### src/rtl/if_fetch_queue_pkg.sv
// Shared types for the RV32I instruction-fetch front end: queue entry layout,
// fetch FSM state encoding and a word-alignment helper.
package rv32i_types;

  typedef struct packed {
    logic [31:0] pc;
    logic [31:0] inst;
  } fetch_entry_t;

  typedef enum logic [1:0] {
    FQ_IDLE,
    FQ_WAIT,
    FQ_SQUASH
  } fetch_state_t;

  // Instructions are word aligned; redirect targets drop their low two bits.
  function automatic logic [31:0] align_word(input logic [31:0] addr);
    return {addr[31:2], 2'b00};
  endfunction

endpackage

### src/rtl/if_fetch_queue_fetch_fifo.sv
// In-order FIFO of fetch_entry_t used to hold returned instructions with their PCs.
// Flush has priority over push/pop; the head entry is presented combinationally.
module fetch_fifo
  import rv32i_types::*;
#(
  parameter int DEPTH = 4,
  localparam int AW = $clog2(DEPTH),
  localparam int CW = AW + 1
) (
  input  logic         clk,
  input  logic         rst,
  input  logic         push,
  input  logic         pop,
  input  logic         flush,
  input  fetch_entry_t din,
  output fetch_entry_t head,
  output logic [CW-1:0] count
);

  fetch_entry_t  mem [DEPTH];
  logic [AW-1:0] wr_ptr;
  logic [AW-1:0] rd_ptr;
  logic          do_push;
  logic          do_pop;

  assign do_pop  = pop && (count != '0);
  assign do_push = push && ((count != CW'(DEPTH)) || do_pop);
  assign head    = mem[rd_ptr];

  // NOTE: storage has no reset; only pointers and count define which entries are live,
  // so clearing the array would cost reset routing without changing behaviour.
  always_ff @(posedge clk) begin
    if (do_push && !flush) begin
      mem[wr_ptr] <= din;
    end
  end

  always_ff @(posedge clk or posedge rst) begin
    if (rst) begin
      wr_ptr <= '0;
      rd_ptr <= '0;
      count  <= '0;
    end else if (flush) begin
      wr_ptr <= '0;
      rd_ptr <= '0;
      count  <= '0;
    end else begin
      // Pointers wrap naturally because DEPTH is a power of two.
      if (do_push) wr_ptr <= wr_ptr + AW'(1);
      if (do_pop)  rd_ptr <= rd_ptr + AW'(1);
      count <= count + CW'(do_push) - CW'(do_pop);
    end
  end

endmodule

### src/rtl/if_fetch_queue.sv
// Instruction-fetch front end: sequential PC generation, one outstanding imem request,
// response squash on redirect and an in-order queue to ID. Optional macro FETCHQ_BYPASS_EN.
module if_fetch_queue
  import rv32i_types::*;
#(
  parameter int          DEPTH    = 4,
  parameter logic [31:0] RESET_PC = 32'h1eceb000
) (
  input  logic        clk,
  input  logic        rst,
  output logic [31:0] imem_addr,
  output logic [3:0]  imem_rmask,
  input  logic [31:0] imem_rdata,
  input  logic        imem_resp,
  input  logic        redirect_valid,
  input  logic [31:0] redirect_pc,
  output logic        out_valid,
  input  logic        out_ready,
  output logic [31:0] out_pc,
  output logic [31:0] out_inst
);

  localparam int CW = $clog2(DEPTH) + 1;

  fetch_state_t  state;
  logic [31:0]   fetch_pc;
  logic [31:0]   req_pc;
  logic [CW-1:0] count;
  fetch_entry_t  head;
  fetch_entry_t  push_entry;
  logic          kept_resp;
  logic          bypass_hit;
  logic          push;
  logic          pop;
  logic          issue;
  logic [CW:0]   reserve;

  assign kept_resp = (state == FQ_WAIT) && imem_resp && !redirect_valid;

`ifdef FETCHQ_BYPASS_EN
  assign bypass_hit = kept_resp && (count == '0);
`else
  assign bypass_hit = 1'b0;
`endif

  assign out_valid = ((count != '0) || bypass_hit) && !redirect_valid;
  assign pop       = (count != '0) && out_valid && out_ready;
  assign push      = kept_resp && !(bypass_hit && out_ready);

  // An outstanding kept request owns a slot, whether its data lands this cycle or later.
  assign reserve = {1'b0, count} - (CW+1)'(pop) + (CW+1)'(state == FQ_WAIT);

  assign issue = !rst && !redirect_valid
              && ((state == FQ_IDLE) || imem_resp)
              && (reserve < (CW+1)'(DEPTH));

  assign imem_addr  = fetch_pc;
  assign imem_rmask = issue ? 4'hF : 4'h0;
  assign push_entry = '{pc: req_pc, inst: imem_rdata};

  // NOTE: every output gets a default before the branches so no latch is inferred.
  always_comb begin
    out_pc   = '0;
    out_inst = '0;
    if (count != '0) begin
      out_pc   = head.pc;
      out_inst = head.inst;
    end else if (bypass_hit) begin
      out_pc   = req_pc;
      out_inst = imem_rdata;
    end
  end

  // NOTE: non-blocking assignments so every register sees pre-edge values of the others.
  always_ff @(posedge clk or posedge rst) begin
    if (rst) begin
      state    <= FQ_IDLE;
      fetch_pc <= RESET_PC;
      req_pc   <= '0;
    end else if (redirect_valid) begin
      fetch_pc <= align_word(redirect_pc);
      if (imem_resp) begin
        state <= FQ_IDLE;
      end else if (state == FQ_WAIT) begin
        state <= FQ_SQUASH;
      end
    end else if (issue) begin
      req_pc   <= fetch_pc;
      fetch_pc <= fetch_pc + 32'd4;
      state    <= FQ_WAIT;
    end else if (imem_resp) begin
      // A response with no back-to-back issue retires the request; stray ones in IDLE stay IDLE.
      state <= FQ_IDLE;
    end
  end

  fetch_fifo #(
    .DEPTH(DEPTH)
  ) u_fifo (
    .clk  (clk),
    .rst  (rst),
    .push (push),
    .pop  (pop),
    .flush(redirect_valid),
    .din  (push_entry),
    .head (head),
    .count(count)
  );

endmodule

### config.mk
export PLATFORM = sky130hd
export DESIGN_NAME = if_fetch_queue
export DESIGN_NICKNAME = d
export VERILOG_FILES = /design/src/rtl/if_fetch_queue_pkg.sv /design/src/rtl/if_fetch_queue_fetch_fifo.sv /design/src/rtl/if_fetch_queue.sv
export SDC_FILE = /design/constraint.sdc
export NUM_CORES = 1
export LEC_CHECK = 0
export ABC_AREA = 1
export BUFFER_PORTS_ARGS = -buffer_cell sky130_fd_sc_hd__buf_2
export CAP_MARGIN = 20
export CORE_MARGIN = 2
export CORE_UTILIZATION = 47
export DETAILED_ROUTE_END_ITERATION = 7
export HOLD_SLACK_MARGIN = 0.1
export PLACE_DENSITY = 0.72
export RECOVER_POWER = 25
export SYNTH_ARGS = -nofsm -noshare
export SYNTH_HDL_FRONTEND = slang
export SYNTH_SLANG_ARGS = --single-unit
### constraint.sdc
create_clock -name clk -period 11.09 [get_ports clk]
set_input_delay 1.109 -clock clk [delete_from_list [all_inputs] [get_ports clk]]
set_output_delay 1.109 -clock clk [all_outputs]
set_load 0.01 [all_outputs]
Word-level counts from Yosys, hierarchy flattened --
Memory sizes are Yosys's and may differ from the RTL's. Cells that the tools add are included.
Word-level totals: flip-flop bits (word level) 73, RAM bits 256, input port bits 69, word-level logic and storage cells 59, memories kept 1
Memories:
- u_fifo.mem | words 4, width 64, read ports 1, clocked after memory_dff 0, write ports 1, line if_fetch_queue_fetch_fifo.sv:20 | fetch_entry_t mem [DEPTH];
Cells by class: $add $sub $neg 7, $lt $le $gt $ge 1, equality and inequality tests 3, mux-type cells 17, bitwise logic cells 1, reductions and logical operators 23
Operator list (count):
- 32-bit two-way mux | 4
- 32-bit by 3-bit adder with 32-bit output, second input constant | 1
- 2-bit two-way mux | 9
- 1-bit logical AND | 11
- 2-bit nonzero test | 3
- 3-bit nonzero test | 2
- 2-bit by 1-bit adder with 2-bit output, second input constant | 2
- 4-bit by 1-bit adder with 4-bit output | 1
- 4-bit by 3-bit less-than comparator with 1-bit output, second input constant | 1
- 4-bit two-way mux | 1
- 2-bit AND reduction | 2
- 3-bit by 1-bit subtractor with 4-bit output | 1
- 3-bit by 1-bit adder with 3-bit output | 1
- 3-bit two-way mux | 1
- 3-bit by 2-bit inequality test with 1-bit output, second input constant | 1
- 3-bit inequality test, second input constant | 1
- 3-bit by 1-bit subtractor with 3-bit output | 1
- 2-bit by 1-bit == test with 1-bit output, second input constant | 1
- 1-bit logical NOT | 2
- 2-bit logical NOT | 1
- 1-bit logical OR | 2
- 1-bit two-way mux | 2
- 1-bit inverter | 1

Longest topological paths before layout --
word-level depth 10, mapped depth 17, mapped depth without buffers 17

Cells and area by module --
A second synthesis with hierarchy kept.
Second synthesis, totals: cell total of the unflattened synthesis 1345, area, all modules 14366.3 um2
Modules (own cells, without submodules):
- fetch_fifo | times used 1, cells an instance 683, area each 10168.5 um2
- if_fetch_queue | times used 1, cells an instance 662, area each 4197.8 um2

Worst setup path before layout --
OpenSTA, ideal clock, no wires.
path kind input to register, start in redirect_valid, end mem u_fifo.mem[0][0] (netlist bit), enable pin, arrival 4.219 ns, setup slack 6.389 ns, stages on the path 4, buffers on the path 1, path through clkbuf_1 -> nor3_1 -> nand2_1 -> nor2_1
Between the ends: longest elaborated chain between the ends 10, elaborated cells on any way between the ends 11, classes of those cells mux (2); reduce/logical (9)
RTL lines:
- start: declaration | line if_fetch_queue.sv:15 | input logic redirect_valid,
- 1-bit logical NOT (*) | line if_fetch_queue_fetch_fifo.sv:33, if_fetch_queue.sv:38, if_fetch_queue.sv:46
- 1-bit logical AND | line if_fetch_queue.sv:46 | assign out_valid = ((count != '0) || bypass_hit) && !redirect_valid;
- 1-bit logical AND (2 in a row) | line if_fetch_queue.sv:47 | assign pop = (count != '0) && out_valid && out_ready;
- 1-bit logical AND | line if_fetch_queue_fetch_fifo.sv:26 | assign do_pop = pop && (count != '0);
- 1-bit logical OR | line if_fetch_queue_fetch_fifo.sv:27 | assign do_push = push && ((count != CW'(DEPTH)) || do_pop);
- 1-bit logical AND | line if_fetch_queue_fetch_fifo.sv:27
- 1-bit logical AND (*) | line if_fetch_queue_fetch_fifo.sv:33 | if (do_push && !flush) begin
- 1-bit two-way mux (*) | line if_fetch_queue_fetch_fifo.sv:33
- 1-bit two-way mux (implied by the code) (*) | line if_fetch_queue_fetch_fifo.sv:34 | mem[wr_ptr] <= din;
- end: declaration | line if_fetch_queue_fetch_fifo.sv:20
Mark *: on every way between the ends. The rest lies on a longest branch, timed or not.

Worst setup path after layout --
start in redirect_valid, end out imem_rmask[1]
Between the ends: longest elaborated chain between the ends 9, elaborated cells on any way between the ends 11, classes of those cells add/sub (2); order compare (1); mux (1); reduce/logical (7)
RTL lines:
- 1-bit logical NOT (*) | line if_fetch_queue.sv:46, if_fetch_queue.sv:53
- 1-bit logical AND | line if_fetch_queue.sv:46
- 1-bit logical AND (2 in a row) | line if_fetch_queue.sv:47
- 3-bit by 1-bit subtractor with 4-bit output | line if_fetch_queue.sv:51 | assign reserve = {1'b0, count} - (CW+1)'(pop) + (CW+1)'(state == FQ_WAIT);
- 4-bit by 1-bit adder with 4-bit output | line if_fetch_queue.sv:51
- 4-bit by 3-bit less-than comparator with 1-bit output | line if_fetch_queue.sv:55 | && (reserve < (CW+1)'(DEPTH));
- 1-bit logical AND (*) | line if_fetch_queue.sv:55
- 4-bit two-way mux (*) | line if_fetch_queue.sv:58 | assign imem_rmask = issue ? 4'hF : 4'h0;
- end: declaration | line if_fetch_queue.sv:12 | output logic [3:0] imem_rmask,
Marks and branches as above.

==> impl_metrics.json <==
{
  "io_pins": 170,
  "cts_setup_buffers": 0,
  "fin_hold_ws_ps": 511,
  "yosysSeqAreaShare_pct": 66.7,
  "drv_cap": 0,
  "p_sw_w": 0.00128,
  "clk_path_buf_depth": 3,
  "grt_pass1_vias": 8986,
  "hold_viol": 0,
  "switching_share_pct": 35.0,
  "place_congestion": 0.909,
  "io_buffers": 163,
  "drive_gt1_share_pct": 17.9,
  "die_w_um": 175,
  "drtIter0Drc": 729,
  "syn-cell-area_sq_um": 13800,
  "top_layer": "met4",
  "initial_core_util_pct": 47.9,
  "fin_crit_sh_pct": 47.1,
  "die_h_um": 175,
  "cts-hold-fix-buffers": 0,
  "via_per_inst": 5.18,
  "vias": 9614,
  "grt_pass1_wl_um": 47400,
  "grt_overflow": 0,
  "fill_cells": 2461,
  "critical_path_arrival_ps": 4120,
  "htree_levels": 1,
  "hpwl_um": 17400,
  "clock_sinks": 317,
  "area_delta_synth_final_pct": 14.3,
  "max_stage_delay_ps": 560,
  "drcViolationCount": 0,
  "outcome": "finished, final reports clean",
  "design.core.area_sq_um": 28800,
  "synth_warnings": 0,
  "tightest_slew_ps": 966,
  "fmaxAchievable_mhz": 191,
  "syn_area_per_cell_sq_um": 10.5,
  "timing.setup.tns_ps": 0,
  "track_usage_pct": 19.5,
  "slowest_stage": "buf_2",
  "grt_max_degree": 125,
  "irDropWorstVdd_mv": 0.173,
  "routed-wl-met3_um": 1810,
  "power.internal_w": 0.00238,
  "pwr-share-seq_pct": 45.2,
  "cts_buffers": 31,
  "p_comb_share_pct": 27.7,
  "p_per_area_nw_per_um2": 232,
  "slew_violations": 0,
  "setup_violations": 0,
  "skew_ps": 14.0,
  "ys_ff_latch": 317,
  "crit_chain": "buf_2 -> inv_1 -> buf_4 -> nand3_1 -> inv_1 -> ha_1 -> inv_1 -> ha_1 -> nand2_1 -> clkinv_1 -> nand3_2 -> nand2_1 -> nand2_1 -> nand2_2 -> nor2_8 -> buf_2",
  "tritoncts": "yes",
  "clk_latency_ps": 560,
  "wl_per_cell_um": 16.4,
  "wl_met1_um": 14000,
  "fin_crit_ps": 5230,
  "met2_wirelength_um": 13800,
  "dieArea_sq_um": 30700,
  "min_path_type": "reg2reg",
  "ant_nets": 0,
  "cts_root_buf": "clkbuf_16",
  "n_antenna_cell": 0,
  "leakagePower_nw": 6.26,
  "grt_setup_unrepaired": "no",
  "final_cell_mix": "302 x nor2_1, 248 x edfxtp_1, 200 x nand2_1, 144 x buf_2, 131 x o21ai_0",
  "max-slew-margin-rel_pct": 35.6,
  "worst_ep_required_time_ps": 9980,
  "routed_wl_um": 30500,
  "clk_pin_slew_worst_paths_ps": 60,
  "crit_path_start_kind": "primary input",
  "crit_path_end_kind": "primary output",
  "nets": 1530,
  "cp_max_fo": 40,
  "multi_input_area_sq_um": 4020,
  "cts.repair.resized": 0,
  "grt_antenna_before_repair": 0,
  "worst-setup-path-type": "in2out",
  "pwr-share-clk_pct": 27.1,
  "drtPass1Iterations": 4,
  "seqCellArea_sq_um": 9190,
  "rows": 62,
  "synth_cells": 1312,
  "final_common_cell": "nor2_1",
  "yosysUniqueCellTypes": 33
}
==> final timing paths <==
| check | start | endpoint | slack, ps | cells past startpoint |
|---|---|---|---|---|
| hold / removal | state[1] | state[1] | 510 | 1 |
| min in group asynchronous | rst | imem_addr[3] | 580 | 2 |
| setup / recovery | redirect_valid | imem_rmask[1] | 5860 | 16 |
| hold reg to reg | state[1] | state[1] | 510 | 1 |
| setup reg to reg | u_fifo.count[1] | imem_addr[20] | 8050 | 17 |
| max in group asynchronous | rst | u_fifo.rd_ptr[0] | 9460 | 3 |
==> metal layers <==
metal  up-vias  track usage, %
li1       4699               -
met1      4579            27.7
met2       287            31.2
met3        49            2.96
met4         0            6.04
met5         -               0
==> cell families (layout without fill, tap and decap cells) <==
kind of cell / count (synthesis) / in the layout / synth area share, %
fa+ha+maj: 11 / 11 / 1.05
flops: 317 / 317 / 66.7
buf+inv: 130 / 286 / 4.47
compound gates: 218 / 218 / 7.95
simple gates: 619 / 619 / 18.8
other cells: 1 / 4 / 0.0272
xor+xnor: 16 / 16 / 1.02
==> per-stage QoR <==
stage,utilization [%],instance area (sq um),setup slack [ps],power (W),cells
2_1_floorplan,-,13800,6390,0.00232,1315
3_3_place_gp,51.4,14800,5920,0.00266,1800
3_5_place_dp,51.4,14800,5890,0.00268,1800
4_1_cts,54.7,15800,5870,0.00367,1854
5_1_grt,54.7,15800,5580,0.00386,1855
6_report,54.7,15800,5860,0.00366,1855
==> worst max-delay path, delay by kind of cell <==
family        cells  cell delay [ps]
buf+inv           7             1370
simple gates      7             1220
fa+ha+maj         2              400
==> state kept, by name, summed over array words and instances (netlist names) <==
signal         cells
u_fifo.count       3
u_fifo.mem       248
state              2
req_pc            30
u_fifo.wr_ptr      2
u_fifo.rd_ptr      2
imem_addr         30
==> area by class of cell <==
type | instances | area share [%]
tap | 384 | 3.05
clock inverter | 12 | 0.715
inverter | 57 | 1.36
timing repair buffer | 175 | 5.68
sequential | 317 | 58.4
multi-input combinational | 868 | 25.5
clock buffer | 42 | 5.31
==> cell usage after synthesis (all sizes together) <==
| master | n | share of area, % |
|---|---|---|
| dfrtp | 57 | 10 |
| conb | 1 | 0.027 |
| buf | 44 | 2.1 |
| fa | 1 | 0.15 |
| clkbuf | 29 | 0.79 |
| xnor2 | 2 | 0.13 |
| o21a | 1 | 0.054 |
| nand2 | 222 | 6.5 |
| nor2 | 313 | 8.8 |
| nand3 | 81 | 3.5 |
| ha | 10 | 0.91 |
| nor3 | 2 | 0.073 |
| inv | 56 | 1.5 |
| o21ai | 151 | 5.5 |
| clkinv | 1 | 0.027 |
| nand4 | 1 | 0.045 |
| dfstp | 12 | 2.3 |
| a21oi | 65 | 2.4 |
| edfxtp | 248 | 54 |
| xor2 | 14 | 0.89 |
| o31ai | 1 | 0.054 |
==> power groups by stage <==
stage	logic (W)	registers, W	clock network (W)
final	0.00101	0.00165	0.000991
after global routing	0.00114	0.00167	0.00104
after CTS	0.00102	0.00165	0.00100
after global placement	0.000996	0.00166	0
after floorplan	0.000708	0.00161	0
after detailed placement	0.00101	0.00167	0
No activity file was read; power rests on OpenSTA's default activity.
